[src/rtl/fab_clken_pkg.sv]
// Shared constants and the per-channel configuration record for the fabric
// clock-enable generator.
package fab_clken_pkg;

    localparam int DEF_NUM_CH      = 3;
    localparam int DEF_DIV_W       = 5;
    localparam int DEF_DLY_W       = 5;
    localparam int DEF_DIV         = 3;
    localparam int DEF_LOCK_CYCLES = 16;

    // Record fields are sized for the widest supported DIV_W/DLY_W.
    // Channels use only the low bits they need.
    localparam int CFG_FIELD_W = 16;

    typedef struct packed {
        logic [CFG_FIELD_W-1:0] div;
        logic [CFG_FIELD_W-1:0] dly;
        logic                   bypass;
    } chan_cfg_t;

    function automatic int ch_idx_w(input int n);
        return (n <= 2) ? 1 : $clog2(n);
    endfunction

endpackage

[src/rtl/fab_clken_chan.sv]
// One clock-enable channel: divide counter, post-update phase hold and
// glitchless application of a staged configuration on its wrap edge.
module fab_clken_chan
    import fab_clken_pkg::*;
#(
    parameter int DIV_W       = DEF_DIV_W,
    parameter int DLY_W       = DEF_DLY_W,
    parameter int DEFAULT_DIV = DEF_DIV
) (
    input  logic      clk_i,
    input  logic      rst_ni,
    input  logic      pend_i,
    input  chan_cfg_t cfg_i,
    output logic      apply_o,
    output logic      clken_o
);

    logic [DIV_W-1:0] div_q, div_d;
    logic [DIV_W-1:0] cnt_q, cnt_d;
    logic [DLY_W-1:0] dly_q, dly_d;
    logic             byp_q, byp_d;
    logic             clken_q, clken_d;
    logic             hold;
    logic             wrap;
    logic             unused_cfg_bits;

    assign unused_cfg_bits = ^{cfg_i.div, cfg_i.dly};

    // Bypass counts as a wrap on every edge, so an update aimed at a
    // bypassed channel lands on the very next edge.
    always_comb begin
        hold    = (dly_q != '0);
        wrap    = byp_q || (!hold && (cnt_q == div_q));
        apply_o = pend_i && wrap;
        div_d   = div_q;
        cnt_d   = cnt_q;
        dly_d   = dly_q;
        byp_d   = byp_q;
        clken_d = 1'b0;
        if (apply_o) begin
            div_d   = cfg_i.div[DIV_W-1:0];
            byp_d   = cfg_i.bypass;
            dly_d   = cfg_i.bypass ? '0 : cfg_i.dly[DLY_W-1:0];
            cnt_d   = '0;
            clken_d = 1'b1;
        end else if (wrap) begin
            cnt_d   = '0;
            clken_d = 1'b1;
        end else if (hold) begin
            dly_d   = dly_q - 1'b1;
        end else begin
            cnt_d   = cnt_q + 1'b1;
        end
    end

    always_ff @(posedge clk_i or negedge rst_ni) begin
        if (!rst_ni) begin
            div_q   <= DIV_W'(DEFAULT_DIV);
            cnt_q   <= '0;
            dly_q   <= '0;
            byp_q   <= 1'b0;
            clken_q <= 1'b0;
        end else begin
            div_q   <= div_d;
            cnt_q   <= cnt_d;
            dly_q   <= dly_d;
            byp_q   <= byp_d;
            clken_q <= clken_d;
        end
    end

    assign clken_o = clken_q;

endmodule

[src/rtl/fab_clken_gen.sv]
// Fabric clock-enable generator: configuration handshake with a single
// staging slot, per-channel enable generators and a settle/LOCK monitor.
module fab_clken_gen
    import fab_clken_pkg::*;
#(
    parameter int NUM_CH      = DEF_NUM_CH,
    parameter int DIV_W       = DEF_DIV_W,
    parameter int DLY_W       = DEF_DLY_W,
    parameter int DEFAULT_DIV = DEF_DIV,
    parameter int LOCK_CYCLES = DEF_LOCK_CYCLES
) (
    input  logic                        FAB_CLK,
    input  logic                        M2F_RESET_N,
    input  logic                        CFG_VALID,
    output logic                        CFG_READY,
    input  logic [ch_idx_w(NUM_CH)-1:0] CFG_CH,
    input  logic [DIV_W-1:0]            CFG_DIV,
    input  logic [DLY_W-1:0]            CFG_DLY,
    input  logic                        CFG_BYPASS,
    output logic [NUM_CH-1:0]           CLKEN,
    output logic                        LOCK
);

    localparam int CH_W = ch_idx_w(NUM_CH);
    localparam int ST_W = (LOCK_CYCLES < 1) ? 1 : $clog2(LOCK_CYCLES + 1);

    logic              slot_vld_q, slot_vld_d;
    logic [CH_W-1:0]   slot_ch_q;
    chan_cfg_t         slot_cfg_q;
    logic              ready_q;
    logic              lock_q, lock_d;
    logic [ST_W-1:0]   settle_q, settle_d;
    logic [NUM_CH-1:0] pend;
    logic [NUM_CH-1:0] apply;
    logic              accept;
    logic              slot_ch_ok;
    logic              any_apply;

    // An out-of-range target occupies the slot for one cycle, then is dropped.
    always_comb begin
        accept     = CFG_VALID && ready_q;
        slot_ch_ok = ({1'b0, slot_ch_q} < (CH_W + 1)'(NUM_CH));
        any_apply  = |apply;
        slot_vld_d = slot_vld_q;
        if (accept) begin
            slot_vld_d = 1'b1;
        end else if (slot_vld_q && (any_apply || !slot_ch_ok)) begin
            slot_vld_d = 1'b0;
        end
        settle_d = settle_q;
        if (any_apply) begin
            settle_d = '0;
        end else if (settle_q < ST_W'(LOCK_CYCLES)) begin
            settle_d = settle_q + 1'b1;
        end
        lock_d = (settle_d == ST_W'(LOCK_CYCLES)) && !(slot_vld_q && slot_ch_ok);
    end

    always_ff @(posedge FAB_CLK or negedge M2F_RESET_N) begin
        if (!M2F_RESET_N) begin
            slot_vld_q <= 1'b0;
            slot_ch_q  <= '0;
            slot_cfg_q <= '0;
            ready_q    <= 1'b0;
            settle_q   <= '0;
            lock_q     <= 1'b0;
        end else begin
            slot_vld_q <= slot_vld_d;
            if (accept) begin
                slot_ch_q         <= CFG_CH;
                slot_cfg_q.div    <= CFG_FIELD_W'(CFG_DIV);
                slot_cfg_q.dly    <= CFG_FIELD_W'(CFG_DLY);
                slot_cfg_q.bypass <= CFG_BYPASS;
            end
            ready_q  <= !slot_vld_d;
            settle_q <= settle_d;
            lock_q   <= lock_d;
        end
    end

    for (genvar i = 0; i < NUM_CH; i++) begin : g_chan
        assign pend[i] = slot_vld_q && (slot_ch_q == CH_W'(i));

        fab_clken_chan #(
            .DIV_W       (DIV_W),
            .DLY_W       (DLY_W),
            .DEFAULT_DIV (DEFAULT_DIV)
        ) u_chan (
            .clk_i   (FAB_CLK),
            .rst_ni  (M2F_RESET_N),
            .pend_i  (pend[i]),
            .cfg_i   (slot_cfg_q),
            .apply_o (apply[i]),
            .clken_o (CLKEN[i])
        );
    end

    assign CFG_READY = ready_q;
    assign LOCK      = lock_q;

endmodule
[config.mk]
export PLATFORM = sky130hd
export DESIGN_NAME = fab_clken_gen
export DESIGN_NICKNAME = d
export VERILOG_FILES = /design/src/rtl/fab_clken_pkg.sv /design/src/rtl/fab_clken_chan.sv /design/src/rtl/fab_clken_gen.sv
export SDC_FILE = /design/constraint.sdc
export NUM_CORES = 1
export LEC_CHECK = 0
export ABC_AREA = 1
export BUFFER_PORTS_ARGS = -buffer_cell sky130_fd_sc_hd__buf_2
export CORE_MARGIN = 2
export CORE_UTILIZATION = 55
export DETAILED_ROUTE_END_ITERATION = 10
export PLACE_DENSITY_LB_ADDON = 0.12
export SYNTH_ARGS = -nofsm -noshare
export SYNTH_HDL_FRONTEND = slang
export SYNTH_SLANG_ARGS = --single-unit
[constraint.sdc]
create_clock -name FAB_CLK -period 1.6 [get_ports FAB_CLK]
set_input_delay 0.08 -clock FAB_CLK [delete_from_list [all_inputs] [get_ports FAB_CLK]]
set_output_delay 0.08 -clock FAB_CLK [all_outputs]
set_load 0.05 [all_outputs]
# ---- Yosys cells after proc, flatten, opt, wreduce, memory -nomap -nowiden
# Cells that the tools add are included.
dict set report totals {
  elab_cells 107
  reg_bits 72
  output_inout_bits 5
  in_bits 16
}
dict set report op_classes {
  n_mux 29
  reduce_logical 34
  add_sub_neg 7
  n_eq_ne 12
  magnitude_cmp 2
}
# cell n
set op_table {}
lappend op_table {{5-bit two-way mux} 21}
lappend op_table {{5-bit by 1-bit adder with 5-bit output, second input constant} 4}
lappend op_table {{5-bit == test} 3}
lappend op_table {{5-bit nonzero test} 3}
lappend op_table {{5-bit by 1-bit subtractor with 5-bit output, second input constant} 3}
lappend op_table {{1-bit logical AND} 13}
lappend op_table {{3-bit by 2-bit != test with 1-bit output, second input constant} 3}
lappend op_table {{1-bit two-way mux} 8}
lappend op_table {{1-bit zero test} 6}
lappend op_table {{2-bit by 1-bit != test with 1-bit output, second input constant} 3}
lappend op_table {{2-bit AND reduction} 3}
lappend op_table {{2-bit nonzero test} 3}
lappend op_table {{5-bit == test, second input constant} 1}
lappend op_table {{5-bit less-than comparator, second input constant} 1}
lappend op_table {{1-bit logical OR} 4}
lappend op_table {{3-bit OR reduction} 1}
lappend op_table {{2-bit by 1-bit == test with 1-bit output, second input constant} 1}
lappend op_table {{2-bit == test, second input constant} 1}
lappend op_table {{2-bit zero test} 1}
lappend op_table {{2-bit less-than comparator, second input constant} 1}

# ---- Longest topological paths before layout
# Gate-level depths: netlist (run 1).
dict set report logic_depth {
  word_depth 11
  depth_mapped 14
  depth_no_buf 14
}

# ---- Modules after synthesis
# A second synthesis (run 1) with hierarchy kept.
dict set report unflattened {
  cells_unflattened 458
  area_unflattened_um2 3786.1
}
# mod area_per_inst_um2 n_inst cells_each seq_area_each_um2
set modules_own_cells {}
lappend modules_own_cells {fab_clken_chan 955.9 3 125 427.9}
lappend modules_own_cells {fab_clken_gen 918.4 1 83 525.5}

# ---- Worst setup path before layout (run 1)
# Ideal clock, no wire load.
dict set report synth_timing {
  path_type {reg2reg}
  startpoint {register g_chan[0].u_chan.dly_q[0]}
  endpoint {register g_chan[0].u_chan.dly_q[2]}
  slack_ps -55
  setup_time_ps 127
  period_less_slack_ps 1655
  arrival_time_ps 1529
  path_buffers 1
  stages_incl_launch_ff 13
  required_ps 1473
  cell_sequence {dfrtp_1 > inv_1 > ha_1 > inv_1 > nor2_1 > nand2_1 > nor2_1 > nand3_1 > nand2_2 > nand2_4 > buf_4 > o211ai_1 > o21ai_1}
}
dict set report synth_between {
  elab_chain_cells 7
  elab_cells_between_ends 12
  cone_classes {add/sub: 1; eq/ne: 1; mux: 3; reduce/logical: 7}
}
# item line_no
set synth_rtl {}
lappend synth_rtl {{start: declaration} fab_clken_chan.sv:20} ;# logic [DLY_W-1:0] dly_q, dly_d;
lappend synth_rtl {{start signal: assignment} fab_clken_chan.sv:66} ;# dly_q <= dly_d;
lappend synth_rtl {{branches (longest 7 deep; another with 5-bit by 1-bit subtractor with 5-bit output)} n/a}
# Parallel ways; which one is timed is not known. The select of a mux whose other input is x is not followed.
# A chain may end at the register's enable or synchronous reset.

# ---- Worst setup path after layout (run 1)
# Same ends and word-level chain as after synthesis.

==> impl_metrics.env, run 1 <==
export IMPL_comb_power_share=0.533
export IMPL_synthesis_area_um2=3706
export IMPL_die_x_um=86.09
export IMPL_synth_fa_ha_area_frac=0.03376
export IMPL_use_met2=0.4010
export IMPL_placed_area_um2=4133
export IMPL_synth_seq_area_share=0.4882
export IMPL_routed_via_density=5.276
export IMPL_synth_top_area_share=0.4456
export IMPL_syn_to_final_growth_pct=38.66
export IMPL_cts_tree="done"
export IMPL_timing_hold_ws_ns=0.04560
export IMPL_setup_tns_final_ns=-4.130
export IMPL_root_buffer="clkbuf_8"
export IMPL_grt_overflow=0
export IMPL_fin_crit_sh=1.114
export IMPL_hold_viol_final=0
export IMPL_grt_pass1_wl_um=13990
export IMPL_drc=0
export IMPL_status="finished, violations left"
export IMPL_routedWlPerCell_um=15.10
export IMPL_synth_distinct_cells=34
export IMPL_yosys_area_share_simple=0.2265
export IMPL_final_nets=550
export IMPL_grt_pass1_vias=3093
export IMPL_preCtsSetupSlack_ns=-0.1746
export IMPL_crit_type="flip-flop to flip-flop"
export IMPL_slew_headroom=0.6099
export IMPL_synthesis_nets=456
export IMPL_ant_nets=0
export IMPL_finClkSkew_ns=0.009749
export IMPL_synth_area_per_cell_um2=8.619
export IMPL_ir_worst_vdd_uv=1247
export IMPL_gp_congestion=0.8813
export IMPL_setup_slack_ns=-0.1823
export IMPL_io_pins=21
export IMPL_cap_violations=0
export IMPL_synth_top_family_by_area="simple AND/OR/NAND/NOR gates"
export IMPL_fin_area_um2=5139
export IMPL_cp_start_kind="flip-flop"
export IMPL_final_cells=606
export IMPL_seqPwrFrac=0.301
export IMPL_switching_share=0.4230
export IMPL_ys_ff_latch=72
export IMPL_core_um2=6422
export IMPL_ys_flop_type="dfrtp_1"
export IMPL_worst_pin_slew_ns=0.5852
export IMPL_end_kind="flip-flop"
export IMPL_hpwl_um=5639
export IMPL_grt_use_met3=0.04235
export IMPL_grt_busiest_layer="met2"
export IMPL_grt_setup_unrepaired="true"
export IMPL_worstPathArrival_ns=2.01
export IMPL_drive_gt1_frac=0.3837
export IMPL_drt_iter0_drc=172
export IMPL_numPortBuffers=20
export IMPL_power_frac_clock=0.166
export IMPL_cts_htree_levels=3
export IMPL_routed_wl_um=9150
export IMPL_cts_buffers=9
export IMPL_cts_sinks=72
export IMPL_power_leakage_nw=2.495
export IMPL_fmax_mhz=561.1
export IMPL_netlist_instances=430
export IMPL_met1_usage=0.3066
export IMPL_crit_path_max_fanout=6
export IMPL_die_area_um2=7411
export IMPL_violations="setup timing"
export IMPL_synth_edff_count=0
export IMPL_detail_route_first_pass_iterations=5
export IMPL_initial_core_util=0.5771
export IMPL_synthXorXnorAreaFrac=0.04254
export IMPL_antenna_found_initial=0
export IMPL_ys_async_sr_fraction=1.000
export IMPL_num_antenna_cells=0
export IMPL_clk_pin_slew_ns=0.08
export IMPL_p_int_mw=6.142
export IMPL_synth_top_cell_by_area="dfrtp_1"
export IMPL_final_max_slew_viol_count=0
export IMPL_p_total_mw=10.65
export IMPL_worstHoldPathType="input pin to flip-flop"
export IMPL_finalSetupViolations=39
export IMPL_rows=29
export IMPL_synth_compound_area_frac=0.1047
export IMPL_synth_warnings=0
export IMPL_synthMuxAreaShare=0.01485
export IMPL_die_y_um=86.09
export IMPL_placed_cells_incl_taps=555
export IMPL_p_switching_mw=4.503
export IMPL_vias=3197
export IMPL_grt_start_max_net_pins=29
export IMPL_final_min_clock_period_ns=1.782
export IMPL_clk_latency_ns=0.35
export IMPL_fin_util=0.8001
export IMPL_clockBufferDepth=2
export IMPL_synth_area_top_cells="dfrtp_1, nand2_1, inv_1"
export IMPL_cp_required_ns=1.83
export IMPL_grtUsageTotal=0.2437
export IMPL_p_per_area_nw_per_um2=2072
[repair_timing]
item | in CTS | in global routing
hold endpoints to repair | 29 | 0
gates resized for setup | 36 | 93
buffers inserted | 13 | 7
hold buffers | 13 | 0
pin swaps | 18 | 18
setup endpoints to repair | 40 | 54
gates cloned | 3 | 2
[flip-flops by register name, summed over array words and instances (netlist names)]
| signal | flops |
|---|---|
| CFG_READY | 1 |
| slot_ch_q | 2 |
| g_chan.u_chan.byp_q | 3 |
| g_chan.u_chan.clken_o | 3 |
| slot_cfg_q | 11 |
| g_chan.u_chan.div_q | 15 |
| LOCK | 1 |
| settle_q | 5 |
| slot_vld_q | 1 |
| g_chan.u_chan.cnt_q | 15 |
| g_chan.u_chan.dly_q | 15 |
[power groups by stage]
stage               registers (mW)  logic [mW]  clock network [mW]
floorplan                     3.13        2.85                   0
finish                        3.20        5.67                1.77
global placement              3.15        3.96                   0
detailed placement            3.17        4.10                   0
global route                  3.29        6.20                1.86
CTS                           3.15        4.59                1.78
[cell families after synthesis]
group / count (synthesis)
AND/OR/NAND/NOR: 182
buffers and inverters: 75
flip-flops: 72
AO/OA/AOI/OAI: 68
XOR/XNOR: 18
adder cells (fa/ha/maj): 10
multiplexers: 5
[layer usage]
metal  share of wire  up-vias
li1                -     1561
met1            0.43     1538
met2            0.52       77
met3           0.031       21
met4           0.022        0
met5               0        -
[layout make-up]
cell class | instances | area (µm²)
tap | 77 | 96.34
fill | 394 | 1284
sequential | 72 | 1809
timing repair buffer | 92 | 800.8
multi-input combinational | 286 | 1938
clock inverter | 5 | 103.9
clock buffer | 11 | 141.4
inverter | 63 | 249.0
[critical path, cell delays in order (launching register included)]
cell and delay (ns):
dfrtp_1 0.40, inv_2 0.06, ha_1 0.14, inv_1 0.04, nor2_1 0.08, nand2_1 0.08, nor2_1 0.11, nand3_1 0.09
nand2_2 0.15, nand2_4 0.10, buf_6 0.16, o211ai_1 0.17, o21ai_1 0.09
[final timing paths]
kind | startpoint | to | slack (ns) | cells past startpoint
max in group asynchronous | M2F_RESET_N | g_chan[1].u_chan.div_q[0] | 0.73 | 3
min reg2reg | g_chan[2].u_chan.div_q[1] | g_chan[2].u_chan.div_q[1] | 0.49 | 2
max | g_chan[0].u_chan.dly_q[0] | g_chan[0].u_chan.dly_q[2] | -0.18 | 12
min in group asynchronous | M2F_RESET_N | g_chan[2].u_chan.cnt_q[4] | 0.27 | 2
max reg2reg | g_chan[0].u_chan.dly_q[0] | g_chan[0].u_chan.dly_q[2] | -0.18 | 12
min | CFG_CH[0] | slot_ch_q[0] | 0.05 | 3
[Yosys cell counts (2+ instances only)]
master	number
mux2_2	4
nand2_1	90
dfrtp_1	66
o21ai_1	9
nor2_1	39
xor2_1	12
xnor2_1	6
ha_1	10
o21ai_2	7
o221ai_1	2
a21oi_1	16
buf_4	5
nand2_2	8
nand4_1	4
inv_2	5
dfstp_2	6
nor4_1	2
nand3_1	22
buf_6	2
inv_1	58
nand3_2	2
o211ai_1	5
o21ai_0	28
clkbuf_1	3
nor2_2	3
nor3_1	3
nand2_4	6
[layout by cell type, fill, tap and decap left out, types with 2 or more instances in the layout]
| cell type | instances |
|---|---|
| nand2_4 | 10 |
| buf_2 | 20 |
| nor2_2 | 4 |
| ha_1 | 8 |
| nand3_4 | 2 |
| o21ai_1 | 14 |
| nor2_4 | 4 |
| dfstp_2 | 6 |
| a21oi_1 | 15 |
| inv_1 | 49 |
| o21ai_2 | 23 |
| nand2_8 | 7 |
| mux2_2 | 4 |
| clkbuf_8 | 10 |
| bufinv_16 | 3 |
| nand2_2 | 17 |
| dlygate4sd3_1 | 13 |
| o211ai_1 | 5 |
| inv_2 | 10 |
| nand4_1 | 4 |
| inv_4 | 3 |
| o221ai_2 | 2 |
| nand2_1 | 73 |
| xor2_1 | 12 |
| nor3_1 | 2 |
| o21ai_0 | 7 |
| nor2_1 | 35 |
| nand3_2 | 10 |
| buf_4 | 39 |
| dfrtp_1 | 66 |
| xnor2_1 | 6 |
| buf_12 | 4 |
| buf_6 | 14 |
| nand3_1 | 13 |
Note: power is estimated with default switching activity, not from simulation.
==> run 2, diff against run 1 <==
==> constraint.sdc (replaced) <==
create_clock -name FAB_CLK -period 1.6 [get_ports FAB_CLK]
set_input_delay 0.24 -clock FAB_CLK [delete_from_list [all_inputs] [get_ports FAB_CLK]]
set_output_delay 0.24 -clock FAB_CLK [all_outputs]
set_load 0.05 [all_outputs]
==> run 2 against run 1 <==
Net effect: sequential power barely moved; critical endpoint unchanged; first-iteration DRC count down 3.5%; combinational power down 9.2%; sequential share of layout area up 2.2 points; die area did not move; clock power shrank 7%; worst setup slack gained 0.057 ns; fmax grew 3.3%; the run still ends with setup timing left; clock skew fell by 0.0035 ns; largest power group unchanged; utilization shrank 4.7 points; highest routed layer unchanged.
==> impl_metrics.env, run 2 (synthesis results as in run 1) <==
export IMPL_status="finished, violations left"
export IMPL_violations="setup timing"
export IMPL_power_frac_clock=0.165
export IMPL_placed_area_um2=4120
export IMPL_grt_setup_unrepaired="true"
export IMPL_power_leakage_nw=2.373
export IMPL_ant_nets=0
export IMPL_hpwl_um=5432
export IMPL_initial_core_util=0.5771
export IMPL_detail_route_first_pass_iterations=4
export IMPL_top_regs="g_chan.u_chan.cnt_q x15, g_chan.u_chan.div_q x15, g_chan.u_chan.dly_q x15"
export IMPL_cts_sinks=72
export IMPL_cap_violations=0
export IMPL_gp_congestion=0.8763
export IMPL_hold_viol_final=0
export IMPL_finClkSkew_ns=0.006294
export IMPL_cp_start_kind="flip-flop"
export IMPL_crit_type="flip-flop to flip-flop"
export IMPL_drc=0
export IMPL_final_max_slew_viol_count=0
export IMPL_root_buffer="clkbuf_8"
export IMPL_drt_iter0_drc=166
export IMPL_fmax_mhz=579.5
export IMPL_rows=29
export IMPL_cts_htree_levels=3
export IMPL_die_area_um2=7411
export IMPL_io_pins=21
export IMPL_p_int_mw=5.852
export IMPL_clk_pin_slew_ns=0.08
export IMPL_final_min_clock_period_ns=1.726
export IMPL_slew_headroom=0.6556
export IMPL_cts_buffers=9
export IMPL_vias=3043
export IMPL_syn_to_final_growth_pct=30.52
export IMPL_timing_hold_ws_ns=0.1276
export IMPL_drive_gt1_frac=0.3573
export IMPL_setup_tns_final_ns=-1.343
export IMPL_clk_latency_ns=0.34
export IMPL_numPortBuffers=20
export IMPL_ff_latch_area_um2=1809
export IMPL_routed_wl_um=7965
export IMPL_seqPwrFrac=0.318
export IMPL_finalSetupViolations=25
export IMPL_grtUsageTotal=0.2263
export IMPL_end_kind="flip-flop"
export IMPL_grt_pass1_vias=2789
export IMPL_die_x_um=86.09
export IMPL_placed_cells_incl_taps=555
export IMPL_p_switching_mw=4.111
export IMPL_cp_required_ns=1.82
export IMPL_routed_via_density=5.140
export IMPL_setup_slack_ns=-0.1255
export IMPL_multi_input_area_um2=1823
export IMPL_ir_worst_vdd_uv=1260
export IMPL_worstPathArrival_ns=1.95
export IMPL_preCtsSetupSlack_ns=-0.1652
export IMPL_crit_path_max_fanout=6
export IMPL_p_total_mw=9.963
export IMPL_p_per_area_nw_per_um2=2060
export IMPL_final_nets=536
export IMPL_antenna_found_initial=0
export IMPL_fin_util=0.7532
export IMPL_core_um2=6422
export IMPL_routedWlPerCell_um=13.45
export IMPL_worst_pin_slew_ns=0.5161
export IMPL_die_y_um=86.09
export IMPL_fin_crit_sh=1.078
export IMPL_num_antenna_cells=0
export IMPL_final_cell_mix="nand2_1, dfrtp_1, inv_1"
export IMPL_clockBufferDepth=2
export IMPL_grt_start_max_net_pins=50
export IMPL_fin_area_um2=4837
export IMPL_grt_overflow=0
export IMPL_worstHoldPathType="input pin to flip-flop"
export IMPL_comb_power_share=0.517
export IMPL_grt_pass1_wl_um=12920
export IMPL_switching_share=0.4126
export IMPL_fill_cells=446
export IMPL_r2r_slack_ns=-0.13
export IMPL_final_cells=592
export IMPL_cts_tree="done"
export IMPL_layout_commonest_cell="nand2_1"
run 2: final cells by class:
class                   instances  share of cell area
multi-input cells             286              0.3769
flip-flops and latches         72              0.3740
repair buffers                 78              0.1309
inverters                      63             0.05044
clock buffers                  12             0.03207
well taps                      77             0.01992
clock inverters                 4             0.01578
run 2: power by group through the flow:
| stage | Combinational [mW] | Clock, mW | Sequential (mW) |
|---|---|---|---|
| after detailed placement | 4.07 | 0 | 3.17 |
| after global routing | 5.69 | 1.75 | 3.27 |
| after CTS | 4.50 | 1.68 | 3.14 |
| after floorplan | 2.85 | 0 | 3.13 |
| after global placement | 3.95 | 0 | 3.15 |
| final | 5.15 | 1.64 | 3.17 |
run 2: per-layer routing:
metal / global-route usage / share of wire
met4: 0.08658 / 0.019
met5: 0 / 0
met3: 0.05197 / 0.032
met1: 0.2994 / 0.45
met2: 0.3629 / 0.50
run 2: path summary, 6_finish.rpt:
path                                      startpoint                         to  cells past startpoint
max                        g_chan[0].u_chan.dly_q[1]  g_chan[0].u_chan.dly_q[2]                     12
min                                       CFG_DLY[2]              slot_cfg_q[3]                      2
max reg2reg                g_chan[0].u_chan.dly_q[1]  g_chan[0].u_chan.dly_q[2]                     12
min reg2reg                g_chan[2].u_chan.div_q[1]  g_chan[2].u_chan.div_q[1]                      2
max in group asynchronous                M2F_RESET_N  g_chan[1].u_chan.div_q[0]                      3
min in group asynchronous                M2F_RESET_N  g_chan[2].u_chan.cnt_q[4]                      3
run 2: worst max-delay path, cell delays in order, from the launching register on:
cell,delay (ns)
dfrtp_1,0.38
inv_1,0.07
ha_1,0.15
inv_1,0.04
nor2_1,0.07
nand2_1,0.08
nor2_1,0.11
nand3_1,0.09
nand2_2,0.13
nand2_4,0.09
buf_6,0.15
o211ai_1,0.16
o21ai_1,0.09
run 2: timing repair:
item | CTS | global route
setup buffers | 7 | 8
gates resized for setup | 36 | 62
endpoints found under the setup margin | 38 | 51
endpoints found under the hold margin | 66 | 0
cloned | 3 | 2
hold buffers | 1 | 0
pin swaps | 10 | 14
==> run 3, diff against run 2 <==
- CAP_MARGIN: not set -> 20
- SETUP_SLACK_MARGIN: not set -> 0.5
- SKIP_LAST_GASP: not set -> 1
==> run 3 against run 2 <==
Net effect: the run still ends with setup timing left; utilization grew 7.3 points; die area is the same; critical path depth grew 2; hold slack lost 0.012 ns; total power grew 16%; sequential power grew 5%; clock skew grew 0.0059 ns; global-route usage grew 2.7 points; clock-buffer cell count shrank 2; first-iteration DRC count grew 36%; critical path type unchanged; largest power group unchanged; highest routed layer unchanged.
==> impl_metrics.env, run 3 (synthesis results as in run 1) <==
export IMPL_status="finished, violations left"
export IMPL_violations="setup timing"
export IMPL_io_pins=21
export IMPL_setup_tns_final_ns=-5.771
export IMPL_fin_crit_sh=1.139
export IMPL_vias=3401
export IMPL_ir_worst_vdd_uv=1478
export IMPL_end_kind="flip-flop"
export IMPL_cp_required_ns=1.85
export IMPL_cts_sinks=72
export IMPL_routed_via_density=5.631
export IMPL_worstHoldPathType="input pin to flip-flop"
export IMPL_routedWlPerCell_um=17.49
export IMPL_drt_iter0_drc=226
export IMPL_grt_setup_unrepaired="true"
export IMPL_worst_pin_slew_ns=0.5713
export IMPL_finalSetupViolations=48
export IMPL_power_leakage_nw=2.544
export IMPL_layout_commonest_cell="dfrtp_1"
export IMPL_slew_headroom=0.6177
export IMPL_wl_met2_um=5501
export IMPL_cts_buffers=9
export IMPL_antenna_found_initial=0
export IMPL_initial_core_util=0.5771
export IMPL_cts_htree_levels=3
export IMPL_num_antenna_cells=0
export IMPL_clk_pin_slew_ns=0.08
export IMPL_path_cells="inv_2 > ha_4 > inv_2 > nor2_4 > nand2_2 > nor2_1 > nand3_1 > nand2_2 > nand2_4 > nand2_4 > nor2_4 > inv_4 > o21ai_2 > inv_1"
export IMPL_fill_cells=349
export IMPL_crit_type="flip-flop to flip-flop"
export IMPL_die_y_um=86.09
export IMPL_cts_tree="done"
export IMPL_grt_pass1_wl_um=14410
export IMPL_drc=0
export IMPL_crit_path_max_fanout=6
export IMPL_final_min_clock_period_ns=1.823
export IMPL_grt_start_max_net_pins=73
export IMPL_final_nets=548
export IMPL_clockBufferDepth=2
export IMPL_die_x_um=86.09
export IMPL_setup_slack_ns=-0.2227
export IMPL_gp_congestion=0.8668
export IMPL_drive_gt1_frac=0.4554
export IMPL_fmax_mhz=548.6
export IMPL_final_cell_mix="dfrtp_1, nand2_1, inv_1"
export IMPL_cpPeakStageDelay_ns=0.40
export IMPL_grt_pass1_vias=3192
export IMPL_finClkSkew_ns=0.01223
export IMPL_ant_nets=0
export IMPL_grt_overflow=0
export IMPL_clk_latency_ns=0.36
export IMPL_hpwl_um=5348
export IMPL_p_total_mw=11.54
export IMPL_routed_wl_um=10560
export IMPL_die_area_um2=7411
export IMPL_top_layer_used="met4"
export IMPL_p_per_area_nw_per_um2=2174
export IMPL_syn_to_final_growth_pct=43.18
export IMPL_wirelength_met1_um=4050
export IMPL_core_um2=6422
export IMPL_cp_start_kind="flip-flop"
export IMPL_preCtsSetupSlack_ns=-0.1805
export IMPL_final_max_slew_viol_count=0
export IMPL_crit_slowest_cell="dfrtp_1"
export IMPL_hold_viol_final=0
export IMPL_grtUsageTotal=0.2534
export IMPL_detail_route_first_pass_iterations=4
export IMPL_top_regs="g_chan.u_chan.cnt_q x15, g_chan.u_chan.div_q x15, g_chan.u_chan.dly_q x15"
export IMPL_cap_violations=0
export IMPL_numPortBuffers=20
export IMPL_root_buffer="clkbuf_8"
export IMPL_routed_wl_met3_um=652
export IMPL_worstPathArrival_ns=2.07
export IMPL_rows=29
==> run 3: worst max-delay path: cells and delay by family (launching register included) <==
| family | cells | cell delay [ns] |
|---|---|---|
| AO/OA/AOI/OAI | 1 | 0.14 |
| flip-flops | 1 | 0.40 |
| buffers and inverters | 4 | 0.27 |
| AND/OR/NAND/NOR | 8 | 0.73 |
| adder cells (fa/ha/maj) | 1 | 0.16 |
==> run 3: layout make-up <==
class	count	area, µm²	area share
Clock inverter	6	108.9	0.02051
Clock buffer	10	127.6	0.02405
Tap cell	77	96.34	0.01816
Sequential cell	72	1810	0.3412
Multi-Input combinational cell	288	2152	0.4056
Inverter	63	254.0	0.04787
Timing Repair Buffer	88	757.0	0.1427
==> run 3: worst paths after layout <==
check | cells after the start | to | slack, ns | startpoint
hold / removal | 2 | slot_cfg_q[2] | 0.12 | CFG_DLY[1]
hold reg to reg | 2 | g_chan[2].u_chan.div_q[1] | 0.49 | g_chan[2].u_chan.div_q[1]
max in group asynchronous | 3 | g_chan[0].u_chan.div_q[1] | 0.81 | M2F_RESET_N
setup reg to reg | 14 | CFG_READY | -0.22 | g_chan[0].u_chan.dly_q[0]
setup / recovery | 14 | CFG_READY | -0.22 | g_chan[0].u_chan.dly_q[0]
min in group asynchronous | 3 | g_chan[0].u_chan.cnt_q[2] | 0.44 | M2F_RESET_N
==> run 3: power breakdown <==
part | switching, mW | leakage (nW) | internal [mW]
clock | 0.717 | 0.120 | 1.03
sequential | 0.668 | 0.878 | 2.65
combinational | 3.69 | 1.55 | 2.78
total | 5.08 | 2.54 | 6.46
==> run 3: timing repair <==
action,4_1_cts,5_1_grt
hold endpoints to repair,66,0
gates resized for setup,98,70
setup endpoints to repair,68,68
pin swaps,27,25
hold buffers,1,0
gates cloned,6,1
setup buffers,15,11
==> run 3: per-layer routing <==
metal,up-vias,GRT usage
met5,-,0
met4,0,0.09380
met1,1669,0.3230
li1,1564,-
met3,33,0.04716
met2,135,0.4306
==> run 3: metrics by stage <==
step                cell area (µm²)  cells  hold slack, ns    util
global placement               4183    554          0.2957  0.6513
floorplan                      3812    430        -0.05559       -
CTS                            4910    592          0.1095  0.7645
finish                         5306    604          0.1160  0.8262
detailed placement             4183    554          0.2954  0.6513
global route                   5306    604          0.1180  0.8262
